`config.mk`:
```
export PLATFORM = sky130hd
export DESIGN_NAME = alu_op_decoder
export DESIGN_NICKNAME = d
export VERILOG_FILES = /design/src/rtl/alu_op_decoder.sv
export SDC_FILE = /design/constraint.sdc
export NUM_CORES = 1
export LEC_CHECK = 0
export CORE_MARGIN = 10
export CORE_UTILIZATION = 47
export CTS_CLUSTER_SIZE = 14
export DETAILED_ROUTE_END_ITERATION = 6
export HOLD_SLACK_MARGIN = 0.03
export MAX_ROUTING_LAYER = met4
export PLACE_DENSITY = 0.85
export SLEW_MARGIN = 5
export SYNTH_ARGS = -nofsm -noshare
export SYNTH_HDL_FRONTEND = slang
export SYNTH_SLANG_ARGS = --single-unit
export TNS_END_PERCENT = 1
```
`constraint.sdc`:
```
create_clock -name clk -period 5.7 [get_ports clk]
set_clock_uncertainty 0.2 [all_clocks]
set_input_delay 1.71 -clock clk [delete_from_list [all_inputs] [get_ports clk]]
set_output_delay 1.71 -clock clk [all_outputs]
set_load 0.1 [all_outputs]
```
`src/rtl/alu_op_decoder.sv`:
```
// alu_op_decoder: RV32I decode stage in front of the ALU.
// Accepts instruction words over a valid/ready handshake. Produces a registered
// bundle downstream over a second valid/ready handshake with one cycle of latency.
// The bundle holds the ALU control code, register indices, immediate and branch
// qualifiers. The register file is not read here.
// Optional feature macro: DECODE_SKID_EN. When it is defined, a 1-entry skid
// buffer sits behind the output register and in_ready comes from a register.
module alu_op_decoder #(
  parameter int XLEN   = 32,
  parameter int CTRL_W = 4
) (
  input  logic              clk,
  input  logic              rst,
  input  logic              in_valid,
  output logic              in_ready,
  input  logic [31:0]       instr,
  output logic              out_valid,
  input  logic              out_ready,
  output logic [CTRL_W-1:0] alu_control,
  output logic [4:0]        rs1,
  output logic [4:0]        rs2,
  output logic [4:0]        rd,
  output logic [XLEN-1:0]   imm,
  output logic              use_imm,
  output logic              is_branch,
  output logic              br_invert,
  output logic              illegal
);

  localparam logic [6:0] OPC_OP     = 7'b0110011;
  localparam logic [6:0] OPC_OPIMM  = 7'b0010011;
  localparam logic [6:0] OPC_BRANCH = 7'b1100011;
  localparam logic [6:0] OPC_LOAD   = 7'b0000011;
  localparam logic [6:0] OPC_STORE  = 7'b0100011;
  localparam logic [6:0] OPC_LUI    = 7'b0110111;

  localparam logic [CTRL_W-1:0] ALU_ADD  = 4'b0000;
  localparam logic [CTRL_W-1:0] ALU_SUB  = 4'b0001;
  localparam logic [CTRL_W-1:0] ALU_AND  = 4'b0010;
  localparam logic [CTRL_W-1:0] ALU_OR   = 4'b0011;
  localparam logic [CTRL_W-1:0] ALU_XOR  = 4'b0100;
  localparam logic [CTRL_W-1:0] ALU_SLL  = 4'b0101;
  localparam logic [CTRL_W-1:0] ALU_SRL  = 4'b0110;
  localparam logic [CTRL_W-1:0] ALU_SRA  = 4'b0111;
  localparam logic [CTRL_W-1:0] ALU_SLTU = 4'b1000;
  localparam logic [CTRL_W-1:0] ALU_SLT  = 4'b1001;

  typedef struct packed {
    logic [CTRL_W-1:0] alu_control;
    logic [4:0]        rs1;
    logic [4:0]        rs2;
    logic [4:0]        rd;
    logic [XLEN-1:0]   imm;
    logic              use_imm;
    logic              is_branch;
    logic              br_invert;
    logic              illegal;
  } dec_t;

  logic [6:0] opcode_s;
  logic [2:0] funct3_s;
  logic [6:0] funct7_s;
  logic       bad_s;
  logic       accept_s;
  logic       in_ready_s;
  dec_t       dec_s;
  dec_t       out_r;
  logic       out_valid_r;

  assign opcode_s = instr[6:0];
  assign funct3_s = instr[14:12];
  assign funct7_s = instr[31:25];
  assign accept_s = in_valid && in_ready_s;

  // Combinational decode of the incoming word into the downstream bundle.
  always_comb begin
    dec_s     = '0;
    dec_s.rs1 = instr[19:15];
    dec_s.rs2 = instr[24:20];
    dec_s.rd  = instr[11:7];
    bad_s     = 1'b0;
    case (opcode_s)
      OPC_OP: begin
        if (funct7_s == 7'b0000000) begin
          bad_s = 1'b0;
        end else if ((funct7_s == 7'b0100000) &&
                     ((funct3_s == 3'b000) || (funct3_s == 3'b101))) begin
          bad_s = 1'b0;
        end else begin
          bad_s = 1'b1;
        end
        case (funct3_s)
          3'b000:  dec_s.alu_control = funct7_s[5] ? ALU_SUB : ALU_ADD;
          3'b001:  dec_s.alu_control = ALU_SLL;
          3'b010:  dec_s.alu_control = ALU_SLT;
          3'b011:  dec_s.alu_control = ALU_SLTU;
          3'b100:  dec_s.alu_control = ALU_XOR;
          3'b101:  dec_s.alu_control = funct7_s[5] ? ALU_SRA : ALU_SRL;
          3'b110:  dec_s.alu_control = ALU_OR;
          3'b111:  dec_s.alu_control = ALU_AND;
          default: dec_s.alu_control = ALU_ADD;
        endcase
      end
      OPC_OPIMM: begin
        dec_s.use_imm = 1'b1;
        dec_s.rs2     = 5'd0;
        dec_s.imm     = {{20{instr[31]}}, instr[31:20]};
        case (funct3_s)
          3'b000:  dec_s.alu_control = ALU_ADD;
          3'b001: begin
            // Shift-immediates carry a 5-bit shamt; the upper bits must be clear.
            dec_s.alu_control = ALU_SLL;
            dec_s.imm         = {27'd0, instr[24:20]};
            bad_s             = (funct7_s != 7'b0000000);
          end
          3'b010:  dec_s.alu_control = ALU_SLT;
          3'b011:  dec_s.alu_control = ALU_SLTU;
          3'b100:  dec_s.alu_control = ALU_XOR;
          3'b101: begin
            dec_s.imm = {27'd0, instr[24:20]};
            if (funct7_s == 7'b0000000) begin
              dec_s.alu_control = ALU_SRL;
            end else if (funct7_s == 7'b0100000) begin
              dec_s.alu_control = ALU_SRA;
            end else begin
              bad_s = 1'b1;
            end
          end
          3'b110:  dec_s.alu_control = ALU_OR;
          3'b111:  dec_s.alu_control = ALU_AND;
          default: dec_s.alu_control = ALU_ADD;
        endcase
      end
      OPC_BRANCH: begin
        // Inverted branches (BNE/BGE/BGEU) share the ALU op of their partner.
        dec_s.is_branch = 1'b1;
        dec_s.br_invert = funct3_s[0];
        dec_s.imm       = {{19{instr[31]}}, instr[31], instr[7],
                           instr[30:25], instr[11:8], 1'b0};
        case (funct3_s)
          3'b000, 3'b001: dec_s.alu_control = ALU_SUB;
          3'b100, 3'b101: dec_s.alu_control = ALU_SLT;
          3'b110, 3'b111: dec_s.alu_control = ALU_SLTU;
          default:        bad_s = 1'b1;
        endcase
      end
      OPC_LOAD: begin
        dec_s.alu_control = ALU_ADD;
        dec_s.use_imm     = 1'b1;
        dec_s.rs2         = 5'd0;
        dec_s.imm         = {{20{instr[31]}}, instr[31:20]};
      end
      OPC_STORE: begin
        dec_s.alu_control = ALU_ADD;
        dec_s.use_imm     = 1'b1;
        dec_s.rd          = 5'd0;
        dec_s.imm         = {{20{instr[31]}}, instr[31:25], instr[11:7]};
      end
      OPC_LUI: begin
        dec_s.alu_control = ALU_ADD;
        dec_s.use_imm     = 1'b1;
        dec_s.rs1         = 5'd0;
        dec_s.rs2         = 5'd0;
        dec_s.imm         = {instr[31:12], 12'd0};
      end
      default: bad_s = 1'b1;
    endcase
    // Illegal words still travel downstream, carrying only the raw register fields.
    if (bad_s) begin
      dec_s             = '0;
      dec_s.rs1         = instr[19:15];
      dec_s.rs2         = instr[24:20];
      dec_s.rd          = instr[11:7];
      dec_s.illegal     = 1'b1;
    end else begin
      dec_s.illegal     = 1'b0;
    end
  end

`ifdef DECODE_SKID_EN
  dec_t skid_r;
  logic skid_valid_r;

  // Ready depends only on skid occupancy, so out_ready has no path to in_ready.
  assign in_ready_s = !rst && !skid_valid_r;

  // Output register with a 1-entry skid that absorbs the word accepted during a stall.
  always_ff @(posedge clk) begin
    if (rst) begin
      out_r        <= '0;
      out_valid_r  <= 1'b0;
      skid_r       <= '0;
      skid_valid_r <= 1'b0;
    end else if (!out_valid_r || out_ready) begin
      if (skid_valid_r) begin
        out_r        <= skid_r;
        out_valid_r  <= 1'b1;
        skid_valid_r <= 1'b0;
      end else if (accept_s) begin
        out_r        <= dec_s;
        out_valid_r  <= 1'b1;
      end else begin
        out_valid_r  <= 1'b0;
      end
    end else begin
      if (accept_s) begin
        skid_r       <= dec_s;
        skid_valid_r <= 1'b1;
      end else begin
        skid_valid_r <= skid_valid_r;
      end
    end
  end
`else
  // The stage can take a word whenever the output is empty or draining this cycle.
  assign in_ready_s = !rst && (!out_valid_r || out_ready);

  // Output register: refill on accept, clear valid on a drain with no refill, else hold.
  always_ff @(posedge clk) begin
    if (rst) begin
      out_r       <= '0;
      out_valid_r <= 1'b0;
    end else if (accept_s) begin
      out_r       <= dec_s;
      out_valid_r <= 1'b1;
    end else if (out_ready) begin
      out_valid_r <= 1'b0;
    end else begin
      out_valid_r <= out_valid_r;
    end
  end
`endif

  assign in_ready    = in_ready_s;
  assign out_valid   = out_valid_r;
  assign alu_control = out_r.alu_control;
  assign rs1         = out_r.rs1;
  assign rs2         = out_r.rs2;
  assign rd          = out_r.rd;
  assign imm         = out_r.imm;
  assign use_imm     = out_r.use_imm;
  assign is_branch   = out_r.is_branch;
  assign br_invert   = out_r.br_invert;
  assign illegal     = out_r.illegal;

endmodule
```
==> flow_metrics.env <==
export IMPL_drtAntennaViolNets=0
export IMPL_numCtsBuffers=5
export IMPL_drv_cap=0
export IMPL_met1Wirelength_um=3453
export IMPL_synth_cells=288
export IMPL_mappedNetlistNets=324
export IMPL_seqCellArea_sq_um=1121
export IMPL_hp_class="register to register"
export IMPL_io_buffers=92
export IMPL_crit_fanout=3
export IMPL_netlist_area_sq_um=2454
export IMPL_arrival_ps=2630
export IMPL_reg2reg_depth=7
export IMPL_cp_num_cells=4
export IMPL_top_layer="met4"
export IMPL_wl_per_cell_um=17.09
export IMPL_grt_pass1_wl_um=12650
export IMPL_fmax_mhz=220.1
export IMPL_p_per_area_nw_per_um2=232.3
export IMPL_crit_required_ps=3790
export IMPL_period_minus_slack_ps=4544
export IMPL_timing_final_crit_share_pct=79.71
export IMPL_hpwl_um=5805
export IMPL_cts_hold_buf=0
export IMPL_clk_latency_ps=310
export IMPL_gp_congestion=0.9117
export IMPL_synth_edf_count=0
export IMPL_via_per_inst=5.599
export IMPL_final_common_cell="clkdlybuf4s50_1"
export IMPL_htree_levels=2
export IMPL_met3_length_um=444
export IMPL_startpoint="out_ready"
export IMPL_syn2layout_area_growth_pct=44.77
export IMPL_finalNetCount=409
export IMPL_die_y_um=92.25
export IMPL_n_antenna_cell=0
export IMPL_via_count=2486
export IMPL_multiInputGateArea_sq_um=1222
export IMPL_cp_num_buf_inv=2
export IMPL_grt_util_all_layers_pct=18.28
export IMPL_cts_sinks=56
export IMPL_seq_area_frac_synth_pct=45.69
export IMPL_clockRootBuffer="clkbuf_8"
export IMPL_drive_gt1_share_pct=6.684
export IMPL_synth_async_reset_ratio_pct=0
export IMPL_drc_errors=0
export IMPL_cts_setup_buffers=0
export IMPL_drt_total_wl_um=7588
export IMPL_reg2reg_from="out_valid"
export IMPL_start_util_pct=48.35
export IMPL_rrSetupSlack_ps=3410
export IMPL_hold_start="imm[22]"
export IMPL_std_cell_rows=26
export IMPL_leakagePower_nw=1.246
export IMPL_hold_end="imm[22]"
export IMPL_mostFrequentLayoutCells="clkdlybuf4s50_1, dfxtp_1, nand2_1"
export IMPL_core_area_sq_um=5075
export IMPL_cts_tree="yes"
export IMPL_relSlewSlack_pct=31.87
export IMPL_antenna_found_initial=0
export IMPL_irDropWorstVdd_mv=0.1294
export IMPL_grt_pass1_vias=2557
export IMPL_cts_resized=0
export IMPL_cp_top_family="buffers and inverters"
export IMPL_path_clk_slew_ps=90
export IMPL_drtPass1Iterations=4
export IMPL_fillCellCount=433
export IMPL_cp_slowest_stage_delay_ps=470
export IMPL_crit_slowest_cell="clkdlybuf4s50_1"
export IMPL_dieWidth_um=92.25
export IMPL_cp_start_kind="primary input"
export IMPL_setup_viol=0
export IMPL_hold_viol_final=0
export IMPL_ys_ff_latch=56
export IMPL_end_kind="output port"
export IMPL_syn_avg_cell_area_sq_um=8.519
export IMPL_drt_iter0_markers=118
export IMPL_ys_warn_count=0
export IMPL_synth_ff_type="dfxtp_1"
export IMPL_rsz0062_at_grt="no"
export IMPL_overflow=0
export IMPL_regToRegEndpoint="imm[25]"
export IMPL_die_area_sq_um=8510
export IMPL_final_util_pct=70.00
export IMPL_grt_max_degree=26
export IMPL_drv_slew=0
export IMPL_clockBufferDepth=2
export IMPL_io_pins=93
export IMPL_crit_chain="clkdlybuf4s50_1, nor2b_1, nor2_1, buf_12"
export IMPL_fin_tns_setup_ps=0
export IMPL_whs_path_depth=2
export IMPL_met2_length_um=3608
export IMPL_status="complete, no violations"
export IMPL_crit_type="primary input to output port"
export IMPL_worst_pin_slew_ps=1019
export IMPL_ys_types=50
## worst max-delay path by stage
stage and end:
6_report in_ready, 5_1_grt in_ready, 4_1_cts in_ready, 3_5_place_dp imm[6], 3_3_place_gp imm[5], 2_1_floorplan in_ready
## synth_stat cells, drive strengths merged, types with 2 or more instances
library cell	count	area, sq um
and3	9	56.30
a211oi	3	22.52
nand3	13	65.06
or4	2	18.77
o21ai	22	110.1
o211a	2	20.02
a21oi	39	198.9
o21bai	2	15.01
a21boi	3	22.52
nor2b	6	37.54
clkbuf	15	56.30
o211ai	5	37.54
and2	2	12.51
nand3b	2	15.01
a32o	3	30.03
dfxtp	56	1121
nor3	3	15.01
nand2	43	161.4
a22o	15	131.4
o31ai	3	22.52
inv	5	18.77
nor2	4	15.01
nand4	5	31.28
buf	7	42.54
a311oi	2	35.04
## worst register-to-register path, delay by kind of cell (launching register included)
family	cells	cell delay [ps]
simple gates	4	1080
flops	1	360
compound gates	1	60
buf+inv	2	520
## power breakdown
| group | switching, W | total (W) | internal (W) |
|---|---|---|---|
| clock | 0.000131 | 0.000264 | 0.000133 |
| combinational | 0.000107 | 0.000158 | 0.0000518 |
| sequential | 0.00000429 | 0.000403 | 0.000399 |
## state kept, by name, indices dropped and copies added, names as in the netlist
name	flops
use_imm	1
rs2	5
rd	5
alu_control	4
br_invert	1
is_branch	1
out_valid	1
illegal	1
imm	32
rs1	5
## per-layer routing
layer  up-vias  GRT usage, %
met3         7         4.238
li1       1219             -
met2        86         29.24
met4         0         4.756
met1      1174         22.65
met5         -             -
## per-stage QoR
stage	std cells	instance area, sq um	hold WS, ps	worst slack [ps]	power, W
CTS	444	3552	252.8	1147	0.0008291
global route	444	3552	277.6	1076	0.0008557
finish	444	3552	250.6	1156	0.0008253
global placement	436	3441	235.0	1006	0.0005687
detailed placement	436	3441	239.6	954.9	0.0005699
floorplan	288	2454	673.2	414.8	0.0005101
## cell type report
cell class	count	area share, %
Sequential cell	56	31.56
Tap cell	70	2.466
Inverter	5	0.5284
Timing Repair Buffer	100	27.90
Clock inverter	2	1.092
Clock buffer	6	2.043
Multi-Input combinational cell	205	34.41
## kinds of logic after synthesis
kind of cell | Yosys count | share of synthesized area, %
buffers and inverters | 27 | 4.793
flip-flops | 56 | 45.69
AO/OA/AOI/OAI | 107 | 28.97
XOR/XNOR | 1 | 0.3570
AND/OR/NAND/NOR | 97 | 20.19
No activity file was read; power rests on OpenSTA's default activity.
